--- src/rtl/dma_pkg.sv ---
// dma_pkg: shared definitions for the DMA slave-port arbiter family.
//   - arbiter state encoding (also exposed as plain localparams)
//   - read/write encoding of the byte write enables
//   - data-path width
package dma_pkg;

    localparam int DW = 16;

    localparam logic [1:0] ST_IDLE = 2'd0;
    localparam logic [1:0] ST_OWN0 = 2'd1;
    localparam logic [1:0] ST_OWN1 = 2'd2;

    // Byte write enables of all zero mean the beat is a read.
    localparam logic [1:0] WEN_READ = 2'b00;

    typedef enum logic [1:0] {
        S_IDLE = ST_IDLE,
        S_OWN0 = ST_OWN0,
        S_OWN1 = ST_OWN1
    } arb_state_e;

    function automatic logic is_read(input logic [1:0] wen);
        return wen == WEN_READ;
    endfunction

endpackage

--- src/rtl/dma_slave_arbiter_if.sv ---
// dma_slave_arbiter_if: bundles both requester ports, the shared read
// return path and the single-port AHB slave memory port.
//   modport slave  : the arbiter's view (takes requests, drives the memory)
//   modport master : the surrounding system (requesters + slave memory)
interface dma_slave_arbiter_if #(
    parameter int AW = 16
);
    // requester 0 (DMA engine)
    logic                    m0_req;
    logic                    m0_lock;
    logic [AW-1:0]           m0_addr;
    logic [1:0]              m0_wen;
    logic [dma_pkg::DW-1:0]  m0_din;
    logic                    m0_ack;
    logic                    m0_rvalid;
    // requester 1 (CPU / debug path)
    logic                    m1_req;
    logic                    m1_lock;
    logic [AW-1:0]           m1_addr;
    logic [1:0]              m1_wen;
    logic [dma_pkg::DW-1:0]  m1_din;
    logic                    m1_ack;
    logic                    m1_rvalid;
    // shared read return
    logic [dma_pkg::DW-1:0]  rdata;
    logic                    rresp;
    // slave memory port
    logic [AW-1:0]           ahb_slave_addr;
    logic                    ahb_slave_en;
    logic [1:0]              ahb_slave_wen;
    logic [dma_pkg::DW-1:0]  ahb_slave_din;
    logic                    ahb_slave_ready;
    logic [dma_pkg::DW-1:0]  ahb_slave_dout;
    logic                    ahb_slave_resp;

    modport slave (
        input  m0_req, m0_lock, m0_addr, m0_wen, m0_din,
        output m0_ack, m0_rvalid,
        input  m1_req, m1_lock, m1_addr, m1_wen, m1_din,
        output m1_ack, m1_rvalid,
        output rdata, rresp,
        output ahb_slave_addr, ahb_slave_en, ahb_slave_wen, ahb_slave_din,
        input  ahb_slave_ready, ahb_slave_dout, ahb_slave_resp
    );

    modport master (
        output m0_req, m0_lock, m0_addr, m0_wen, m0_din,
        input  m0_ack, m0_rvalid,
        output m1_req, m1_lock, m1_addr, m1_wen, m1_din,
        input  m1_ack, m1_rvalid,
        input  rdata, rresp,
        input  ahb_slave_addr, ahb_slave_en, ahb_slave_wen, ahb_slave_din,
        output ahb_slave_ready, ahb_slave_dout, ahb_slave_resp
    );

endinterface

--- src/rtl/dma_rr_pick.sv ---
// dma_rr_pick: two-input round-robin picker.
//   req        in  2  request vector, bit i = requester i
//   last_owner in  1  requester that held the port most recently
//   grant      out 2  one-hot winner (all zero when nobody requests)
// On contention the requester that did not own the port last wins.
module dma_rr_pick (
    input  logic [1:0] req,
    input  logic       last_owner,
    output logic [1:0] grant
);

    always_comb begin
        // NOTE: a default on every path keeps always_comb free of latches.
        grant = req;
        if (req == 2'b11) begin
            grant = last_owner ? 2'b01 : 2'b10;
        end
    end

endmodule

--- src/rtl/dma_slave_arbiter.sv ---
// dma_slave_arbiter: shares one single-port slave memory (16-bit data,
// byte write enables, 1-cycle synchronous read) between two requesters.
//   clk      in  system clock
//   reset_n  in  asynchronous active-low reset
//   bus      dma_slave_arbiter_if.slave
//              m0_* / m1_*   requester handshakes (req, lock, addr, wen,
//                            din in; ack, rvalid out)
//              rdata, rresp  read return shared by both requesters
//              ahb_slave_*   memory port; ready/resp passed through
// Ownership is round-robin; an owner may hold the port for up to MAX_BURST
// consecutive accepted beats by asserting lock. The memory-side mux and the
// acks are combinational from the registered owner state.
module dma_slave_arbiter
    import dma_pkg::*;
#(
    parameter int MAX_BURST = 8,
    parameter int AW        = 16
) (
    input  logic               clk,
    input  logic               reset_n,
    dma_slave_arbiter_if.slave bus
);

    arb_state_e      state;
    logic            last_owner;
    logic [7:0]      cnt;
    logic [1:0]      rvalid_q;
    logic [DW-1:0]   rdata_q;
    logic            rresp_q;

    logic [1:0]      grant;
    logic            own_req;
    logic            own_lock;
    logic [AW-1:0]   own_addr;
    logic [1:0]      own_wen;
    logic [DW-1:0]   own_din;
    logic            other_req;
    logic            beat_ack;
    logic            ack0;
    logic            ack1;
    logic            last_beat;
    logic            release_own;

    // Arbitration from IDLE only; handover between owners never needs a
    // tie-break because the releasing owner is excluded by definition.
    dma_rr_pick u_pick (
        .req        ({bus.m1_req, bus.m0_req}),
        .last_owner (last_owner),
        .grant      (grant)
    );

    // Select the owning requester's beat; IDLE drives an all-zero port.
    always_comb begin
        own_req   = 1'b0;
        own_lock  = 1'b0;
        own_addr  = '0;
        own_wen   = WEN_READ;
        own_din   = '0;
        other_req = 1'b0;
        case (state)
            S_OWN0: begin
                own_req   = bus.m0_req;
                own_lock  = bus.m0_lock;
                own_addr  = bus.m0_addr;
                own_wen   = bus.m0_wen;
                own_din   = bus.m0_din;
                other_req = bus.m1_req;
            end
            S_OWN1: begin
                own_req   = bus.m1_req;
                own_lock  = bus.m1_lock;
                own_addr  = bus.m1_addr;
                own_wen   = bus.m1_wen;
                own_din   = bus.m1_din;
                other_req = bus.m0_req;
            end
            default: begin
            end
        endcase
    end

    assign beat_ack  = own_req & bus.ahb_slave_ready;
    assign ack0      = (state == S_OWN0) & beat_ack;
    assign ack1      = (state == S_OWN1) & beat_ack;
    assign last_beat = (cnt == 8'(MAX_BURST - 1));

    // The owner lets go when it stops requesting, after an unlocked beat,
    // or on the beat that uses up the burst allowance.
    assign release_own = (state != S_IDLE) &
                         (~own_req | (beat_ack & (~own_lock | last_beat)));

    assign bus.ahb_slave_en   = own_req;
    assign bus.ahb_slave_wen  = own_wen & {2{own_req}};
    assign bus.ahb_slave_addr = own_addr;
    assign bus.ahb_slave_din  = own_din;
    assign bus.m0_ack         = ack0;
    assign bus.m1_ack         = ack1;

    // Owner FSM, burst counter and round-robin history.
    always_ff @(posedge clk or negedge reset_n) begin
        if (!reset_n) begin
            state      <= S_IDLE;
            last_owner <= 1'b1;
            cnt        <= '0;
        end else begin
            // NOTE: non-blocking assignments so every register samples the
            // pre-edge values regardless of statement order.
            case (state)
                S_IDLE: begin
                    if (grant[0]) begin
                        state <= S_OWN0;
                    end else if (grant[1]) begin
                        state <= S_OWN1;
                    end
                end
                S_OWN0, S_OWN1: begin
                    if (release_own) begin
                        last_owner <= (state == S_OWN1);
                        cnt        <= '0;
                        if (other_req) begin
                            state <= (state == S_OWN0) ? S_OWN1 : S_OWN0;
                        end else begin
                            state <= S_IDLE;
                        end
                    end else if (beat_ack && (cnt < 8'(MAX_BURST))) begin
                        cnt <= cnt + 8'd1;
                    end
                end
                default: state <= S_IDLE;
            endcase
        end
    end

    // Read return tag. Registered per requester so the data lands with the
    // right requester even when ownership flips on the same edge.
    always_ff @(posedge clk or negedge reset_n) begin
        if (!reset_n) begin
            rvalid_q <= '0;
            rdata_q  <= '0;
            rresp_q  <= 1'b0;
        end else begin
            rvalid_q <= {ack1 & is_read(bus.m1_wen), ack0 & is_read(bus.m0_wen)};
            if (|rvalid_q) begin
                rdata_q <= bus.ahb_slave_dout;
                rresp_q <= bus.ahb_slave_resp;
            end
        end
    end

    // The slave's data is only valid in the cycle after the read beat, so
    // it is forwarded live while a tag is pending and held afterwards.
    assign bus.m0_rvalid = rvalid_q[0];
    assign bus.m1_rvalid = rvalid_q[1];
    assign bus.rdata     = (|rvalid_q) ? bus.ahb_slave_dout : rdata_q;
    assign bus.rresp     = (|rvalid_q) ? bus.ahb_slave_resp : rresp_q;

endmodule

--- src/flat_wrapper.sv ---
// flat-port wrapper written by rule: the top's interface ports become plain ports
module dma_slave_arbiter_flat import dma_pkg::*;
#(
    parameter int MAX_BURST = 8,
    parameter int AW        = 16
)
  (clk, reset_n, bus_m0_req, bus_m0_lock, bus_m0_addr, bus_m0_wen, bus_m0_din, bus_m0_ack, bus_m0_rvalid, bus_m1_req, bus_m1_lock, bus_m1_addr, bus_m1_wen, bus_m1_din, bus_m1_ack, bus_m1_rvalid, bus_rdata, bus_rresp, bus_ahb_slave_addr, bus_ahb_slave_en, bus_ahb_slave_wen, bus_ahb_slave_din, bus_ahb_slave_ready, bus_ahb_slave_dout, bus_ahb_slave_resp);
  dma_slave_arbiter_if #(.AW(AW)) bus_i ();
  input  logic clk;
  input  logic reset_n;
  input wire logic [$bits(bus_i.m0_req)-1:0] bus_m0_req;
  input wire logic [$bits(bus_i.m0_lock)-1:0] bus_m0_lock;
  input wire logic [$bits(bus_i.m0_addr)-1:0] bus_m0_addr;
  input wire logic [$bits(bus_i.m0_wen)-1:0] bus_m0_wen;
  input wire logic [$bits(bus_i.m0_din)-1:0] bus_m0_din;
  output wire logic [$bits(bus_i.m0_ack)-1:0] bus_m0_ack;
  output wire logic [$bits(bus_i.m0_rvalid)-1:0] bus_m0_rvalid;
  input wire logic [$bits(bus_i.m1_req)-1:0] bus_m1_req;
  input wire logic [$bits(bus_i.m1_lock)-1:0] bus_m1_lock;
  input wire logic [$bits(bus_i.m1_addr)-1:0] bus_m1_addr;
  input wire logic [$bits(bus_i.m1_wen)-1:0] bus_m1_wen;
  input wire logic [$bits(bus_i.m1_din)-1:0] bus_m1_din;
  output wire logic [$bits(bus_i.m1_ack)-1:0] bus_m1_ack;
  output wire logic [$bits(bus_i.m1_rvalid)-1:0] bus_m1_rvalid;
  output wire logic [$bits(bus_i.rdata)-1:0] bus_rdata;
  output wire logic [$bits(bus_i.rresp)-1:0] bus_rresp;
  output wire logic [$bits(bus_i.ahb_slave_addr)-1:0] bus_ahb_slave_addr;
  output wire logic [$bits(bus_i.ahb_slave_en)-1:0] bus_ahb_slave_en;
  output wire logic [$bits(bus_i.ahb_slave_wen)-1:0] bus_ahb_slave_wen;
  output wire logic [$bits(bus_i.ahb_slave_din)-1:0] bus_ahb_slave_din;
  input wire logic [$bits(bus_i.ahb_slave_ready)-1:0] bus_ahb_slave_ready;
  input wire logic [$bits(bus_i.ahb_slave_dout)-1:0] bus_ahb_slave_dout;
  input wire logic [$bits(bus_i.ahb_slave_resp)-1:0] bus_ahb_slave_resp;
  assign bus_i.m0_req = bus_m0_req;
  assign bus_i.m0_lock = bus_m0_lock;
  assign bus_i.m0_addr = bus_m0_addr;
  assign bus_i.m0_wen = bus_m0_wen;
  assign bus_i.m0_din = bus_m0_din;
  assign bus_m0_ack = bus_i.m0_ack;
  assign bus_m0_rvalid = bus_i.m0_rvalid;
  assign bus_i.m1_req = bus_m1_req;
  assign bus_i.m1_lock = bus_m1_lock;
  assign bus_i.m1_addr = bus_m1_addr;
  assign bus_i.m1_wen = bus_m1_wen;
  assign bus_i.m1_din = bus_m1_din;
  assign bus_m1_ack = bus_i.m1_ack;
  assign bus_m1_rvalid = bus_i.m1_rvalid;
  assign bus_rdata = bus_i.rdata;
  assign bus_rresp = bus_i.rresp;
  assign bus_ahb_slave_addr = bus_i.ahb_slave_addr;
  assign bus_ahb_slave_en = bus_i.ahb_slave_en;
  assign bus_ahb_slave_wen = bus_i.ahb_slave_wen;
  assign bus_ahb_slave_din = bus_i.ahb_slave_din;
  assign bus_i.ahb_slave_ready = bus_ahb_slave_ready;
  assign bus_i.ahb_slave_dout = bus_ahb_slave_dout;
  assign bus_i.ahb_slave_resp = bus_ahb_slave_resp;
  dma_slave_arbiter #(.MAX_BURST(MAX_BURST), .AW(AW)) u_core (.clk(clk), .reset_n(reset_n), .bus(bus_i));
endmodule
--- config.mk ---
export PLATFORM = sky130hd
export DESIGN_NAME = dma_slave_arbiter_flat
export DESIGN_NICKNAME = d
export VERILOG_FILES = /design/src/rtl/dma_pkg.sv /design/src/rtl/dma_slave_arbiter_if.sv /design/src/rtl/dma_rr_pick.sv /design/src/rtl/dma_slave_arbiter.sv /design/src/flat_wrapper.sv
export SDC_FILE = /design/constraint.sdc
export NUM_CORES = 1
export LEC_CHECK = 0
export ABC_AREA = 1
export BUFFER_PORTS_ARGS = -buffer_cell sky130_fd_sc_hd__buf_2
export CAP_MARGIN = 5
export CORE_MARGIN = 2
export CORE_UTILIZATION = 36
export DETAILED_ROUTE_END_ITERATION = 7
export PLACE_DENSITY = 0.77
export SKIP_LAST_GASP = 1
export SLEW_MARGIN = 0
export SYNTH_ARGS = -nofsm -noshare
export SYNTH_HDL_FRONTEND = slang
export SYNTH_HIERARCHICAL = 1
export SYNTH_SLANG_ARGS = --single-unit
--- constraint.sdc ---
create_clock -name clk -period 1.6 [get_ports clk]
set_input_delay 0 -clock clk [delete_from_list [all_inputs] [get_ports clk]]
set_output_delay 0 -clock clk [all_outputs]
set_load 0.05 [all_outputs]
; Word level (Yosys, flattened, before mapping)
; Index checks and enable logic that the tools add are counted.
; Widths: inputs -> output; s select.
[totals]
out_inout_bits = 56
input_bits = 92
regBits = 30
elab_cells = 55
[classes]
n_eq_ne = 6
reduce_logical = 11
bitwise = 12
magnitude_cmp = 1
addsub = 1
n_mux = 18
[op_table]
columns = cell, count
row1 = $pmux 16 s2, 2
row2 = $mux 16, 1
row3 = $mux 8, 2
row4 = $mux 2, 7
row5 = $add 8x1->8 const B, 1
row6 = $eq 8x3->1 const B, 1
row7 = $lt 8x4->1 const B, 1
row8 = $pmux 2 s2, 2
row9 = $and 1x1->1, 7
row10 = $logic_not 2->1, 3
row11 = $pmux 1 s2, 3
row12 = $reduce_and 2->1, 3
row13 = $eq 2x2->1 const B, 2
row14 = $reduce_bool 2->1, 2
row15 = $reduce_or 2->1, 2
row16 = $ne 3x1->1 const B, 1
row17 = $and 2x2->2, 1
row18 = $eq 2x1->1 const B, 1
row19 = $ne 2x1->1 const B, 1
row20 = $not 1->1, 2
row21 = $or 1x1->1, 2
row22 = $logic_and 1x1->1, 1
row23 = $mux 1, 1

; Logic depth before layout (Yosys ltp)
[logic_depth]
ltp_word = 9
ltp_mapped = 13
depth_no_buf = 12

; Hierarchy
; The synthesis kept the hierarchy.
[modules_own_cells]
columns = mod, n_inst, seq_area_each_um2, area_per_inst_um2, cells_per_inst
row1 = dma_slave_arbiter, 1, 752.0, 1855.5, 245
row2 = dma_rr_pick, 1, 0.0, 21.3, 5

; Least setup slack after synthesis
; Ideal clock, no wire load.
[synth_path]
path_kind = reg-to-output
start = reg u_core.state[0]
end = out bus_ahb_slave_wen[0]
slack_ps = -568
n_path_buf = 0
stages_incl_launch_ff = 7
required_time_ps = 1600
t_arrival_ps = 2168
path_cell_list = dfrtp_1 > inv_1 > ha_1 > inv_2 > a21oi_4 > inv_1 > a21oi_1
[synth_between]
elab_chain_cells = 3
elab_cells_between_ends = 5
cone_classes = eq/ne (2) / mux (2) / bitwise (1)
[synth_rtl]
columns = element, line_no
row1 = "start, declared", dma_slave_arbiter.sv:24  ; arb_state_e state;
row2 = "start signal, assigned", dma_slave_arbiter.sv:121  ; state <= (state == S_OWN0) ? S_OWN1 : S_OWN0;
row3 = $eq 2x2->1 / $eq 2x1->1 (equally long branches), dma_slave_arbiter.sv:60  ; case (state)
row4 = $pmux 1 s2 *, dma_slave_arbiter.sv:60
row5 = net bus_ahb_slave_en, flat_wrapper.sv:28  ; output wire logic [$bits(bus_i.ahb_slave_en)-1:0] bus_ahb_slave_en;
row6 = $and 2x2->2 *, dma_slave_arbiter.sv:93  ; assign bus.ahb_slave_wen = own_wen & {2{own_req}};
row7 = "end, declared", flat_wrapper.sv:29  ; output wire logic [$bits(bus_i.ahb_slave_wen)-1:0] bus_ahb_slave_wen;
; The timed path passes the listed nets; every way through them passes the cells marked *.

; Worst setup path in the final report
[layout_path]
start = reg u_core.state[1]
end = reg u_core.cnt[0]
[layout_between]
elab_chain_cells = 9
elab_cells_between_ends = 17
cone_classes = eq/ne (2) / mux (3) / bitwise (7) / reduce/logical (5)
[layout_rtl]
columns = element, line_no
row1 = $eq 2x2->1 / $eq 2x1->1 (equally long branches), "dma_slave_arbiter.sv:60, dma_slave_arbiter.sv:108"
row2 = $pmux 1 s2, dma_slave_arbiter.sv:60
row3 = $not 1->1, dma_slave_arbiter.sv:90  ; (~own_req | (beat_ack & (~own_lock | last_beat)));
row4 = $or 1x1->1, dma_slave_arbiter.sv:90
row5 = $and 1x1->1, dma_slave_arbiter.sv:90
row6 = $or 1x1->1, dma_slave_arbiter.sv:90
row7 = $and 1x1->1, dma_slave_arbiter.sv:89  ; assign release_own = (state != S_IDLE) &
row8 = $reduce_bool 2->1 (no line), -
row9 = $reduce_and 2->1 (no line), -
row10 = "end signal, assigned", dma_slave_arbiter.sv:126  ; cnt <= cnt + 8'd1;
row11 = "end, declared", dma_slave_arbiter.sv:26  ; logic [7:0] cnt;
; Several ways; a longest one is shown, not always the timed one.
; A chain may end at the register's enable or synchronous reset.

==> key figures <==
Setup path
  – Crit end category: flip-flop
  – CP Class: reg2reg
  – Register-to-register path setup slack: -350 ps
  – Worst path max stage delay: 410 ps
  – Slowest cell on crit path: dfrtp_1
  – Worst-path fanout max: 6
  – CP delay by family, top: simple AND/OR/NAND/NOR gates
  – Worst path bufs/invs: 3
  – Data arrival time of the critical path: 2160 ps
  – CP Cell Sequence: inv_2, ha_4, nand2_4, a21oi_4, nand2_4, buf_6, nor3_4, inv_2, nand2_4, nand2_1, nand2_1
  – Req. time, crit path: 1810 ps
  – Worst setup SP type: flip-flop
  – Cell mode on critical path: nand2_4

CTS
  – Maximum buffer depth of the clock tree: 2
  – CTS Buf Count: 5
  – H-tree lvl count: 2
  – Root buffer cell: clkbuf_8
  – Worst skew pair latency: 280 ps
  – Clock Pin Slew Worst Setup and Hold Paths: 70 ps
  – CTS tree: built
  – CTS sink count: 30

STA
  – Slew at the pin with the worst max-slew slack: 676 ps
  – Tcrit/Tclk final: 122%
  – Setup TNS: -8030 ps
  – Peak Freq: 0.512 GHz
  – Max-slew headroom: 54.9%
  – Hold slack final: 227 ps
  – Unrepaired setup endpoints after global routing: true
  – Final critical-path setup slack: -352 ps
  – Final Skew: 4.01 ps
  – Number of slew-limit violations in the final report: 0
  – Final Setup Violations: 67
  – Tmin final: 1950 ps
  – Hold Violations, Final: 0

GRT
  – Initial antenna violation count: 0
  – First-pass GRT wire length: 13,400 um
  – Vias in the first global route: 2,712
  – Largest net degree at the start of global routing: 31
  – All-Layer GR Usage: 29.0%
  – Grt total ovfl: 0

Synthesis
  – Yosys warnings: 6
  – Syn nets: 347
  – Mapped cell area: 1880 um2
  – Gate Count Post-Synth: 250
  – Syn avg cell area: 7.51 um2
  – Sequential fraction of the synthesis area: 40.1%
  – Post-synth cell types: 23
  – FF+latch count, synth: 30

Drt
  – DRT Wirelength: 11,500 um
  – Antenna-violating nets left: 0
  – Detail-routed via count per cell: 5.67
  – DRC: 0
  – Vias post-DR: 2,919
  – WL per Instance: 22.4 um
  – First-pass DRT Iterations: 7
  – Initial DRC count: 259

Cells and area
  – Final instance area: 4350 um2
  – Diode count: 0
  – Nets: 541
  – Synth-to-Final Area Change: 132%
  – Fill cells: 208
  – Layout cells sized above 1: 60.9%

Status
  – Violated checks: setup timing
  – Outcome: finished with violations

Floorplanning
  – FP Rows: 26
  – Starting Density: 37.0%
  – Die X: 76.2 um
  – IO Pins: 148
  – Core footprint: 5070 um2
  – Total die area: 5810 um2
  – Die H: 76.2 um

Worst hold path
  – Hold Crit Class: in2reg

Power
  – Power per cell area: 2100 nW/um2
  – LEAKAGE: 2.01 nW
  – Peak VDD IR: 1.15 mV

Placement
  – Placed Area: 3200 um2
  – Port Buffers: 147
  – Routability cong.: 0.821
  – Dpl hpwl: 4900 um

Run
  – Max Cap Viol: 0
==> registers in the layout (all words and copies together) (netlist names) <==
name	flops
u_core/rdata_q	16
u_core/cnt	8
u_core/rvalid_q	2
u_core/state	2
u_core/last_owner	1
u_core/rresp_q	1
==> final timing paths <==
check | from | to | cells past startpoint
worst max register to register | u_core/state[1]$_DFFE_PN0P_ | u_core/cnt[0]$_DFFE_PN0P_ | 11
min in group asynchronous | reset_n | u_core/cnt[0]$_DFFE_PN0P_ | 2
worst min register to register | u_core/rdata_q[9]$_DFF_PN0_ | u_core/rdata_q[9]$_DFF_PN0_ | 1
max in group asynchronous | reset_n | u_core/rvalid_q[1]$_DFF_PN0_ | 2
worst min-delay path | bus_ahb_slave_ready | u_core/rvalid_q[1]$_DFF_PN0_ | 5
worst max-delay path | u_core/state[1]$_DFFE_PN0P_ | u_core/cnt[0]$_DFFE_PN0P_ | 11
==> worst min-delay path: stages <==
cell and delay [ps]:
buf_2 130, nand2_4 80, buf_6 100, buf_4 120, nor4_4 30
==> cell families (layout without fill, tap and decap cells) <==
logic type | count (synthesis) | in the layout | share of synthesized area [%]
flip-flops | 30 | 30 | 40.1
AND/OR/NAND/NOR | 128 | 128 | 28.3
adder cells (fa/ha/maj) | 5 | 5 | 3.33
multiplexers | 17 | 17 | 10.2
buffers and inverters | 26 | 221 | 5.33
AO/OA/AOI/OAI | 42 | 42 | 11.8
XOR/XNOR | 2 | 2 | 0.934
==> power breakdown <==
group / total, mW / internal [mW] / switching (mW)
clock: 0.958 / 0.664 / 0.294
sequential: 1.19 / 1.03 / 0.161
combinational: 6.98 / 2.68 / 4.30
total: 9.13 / 4.38 / 4.76
==> layout by cell type, fill, tap and decap left out, drive strengths merged <==
| cell | count |
|---|---|
| nor3 | 1 |
| bufinv | 2 |
| nand3 | 11 |
| clkbuf | 8 |
| or2 | 2 |
| nand2 | 100 |
| nor4 | 2 |
| nand4 | 2 |
| a21oi | 41 |
| dfrtp | 29 |
| o21ai | 1 |
| ha | 5 |
| mux2 | 17 |
| nor2 | 10 |
| xnor2 | 1 |
| dfstp | 1 |
| dlygate4sd3 | 22 |
| buf | 175 |
| inv | 14 |
| xor2 | 1 |
==> cell type report <==
class / instances / area, um2 / area share [%]
tap: 70 / 87.6 / 2.02
sequential: 30 / 754 / 17.4
clock buffer: 6 / 82.6 / 1.90
clock inverter: 2 / 60.1 / 1.38
timing repair buffer: 199 / 1690 / 39.0
inverter: 14 / 55.1 / 1.27
multi-input combinational: 194 / 1610 / 37.1
==> metal layers <==
layer	GRT usage [%]	vias up	part of all wire, %
li1	-	1201	-
met1	31.5	1383	34
met2	52.7	254	49
met3	5.69	81	8.1
met4	15.8	0	8.2
met5	0	-	0
==> what timing repair did <==
item / in CTS / in global routing
setup buffers: 10 / 2
resized for setup: 87 / 69
pin swaps: 4 / 13
hold buffers: 22 / 0
endpoints found under the hold margin: 48 / 0
gates cloned: 3 / 2
setup endpoints to repair: 44 / 57
==> synthesized netlist by cell type (all sizes together) <==
master	instances	share of area [%]
nor3	1	0.87
dfrtp	29	39
xnor2	1	0.47
xor2	1	0.47
buf	5	1.1
inv	14	2.8
nor4	2	0.67
nand2	100	21
nand3	11	2.9
o21ai	1	0.27
or2	2	0.67
clkbuf	7	1.4
a21oi	41	12
nand4	2	0.67
nor2	10	2.0
ha	5	3.3
dfstp	1	1.4
mux2	17	10
==> metrics by stage <==
stage | instances | power, mW | utilization [%] | worst slack (ps)
5_1_grt | 515 | 9.37 | 85.6 | -395
3_5_place_dp | 468 | 6.03 | 63.1 | -40.5
4_1_cts | 511 | 8.14 | 79.4 | -102
2_1_floorplan | 250 | 4.90 | - | -214
6_report | 515 | 9.13 | 85.6 | -352
3_3_place_gp | 468 | 5.94 | 63.1 | 31.6
Note: power is estimated with default switching activity, not from simulation.
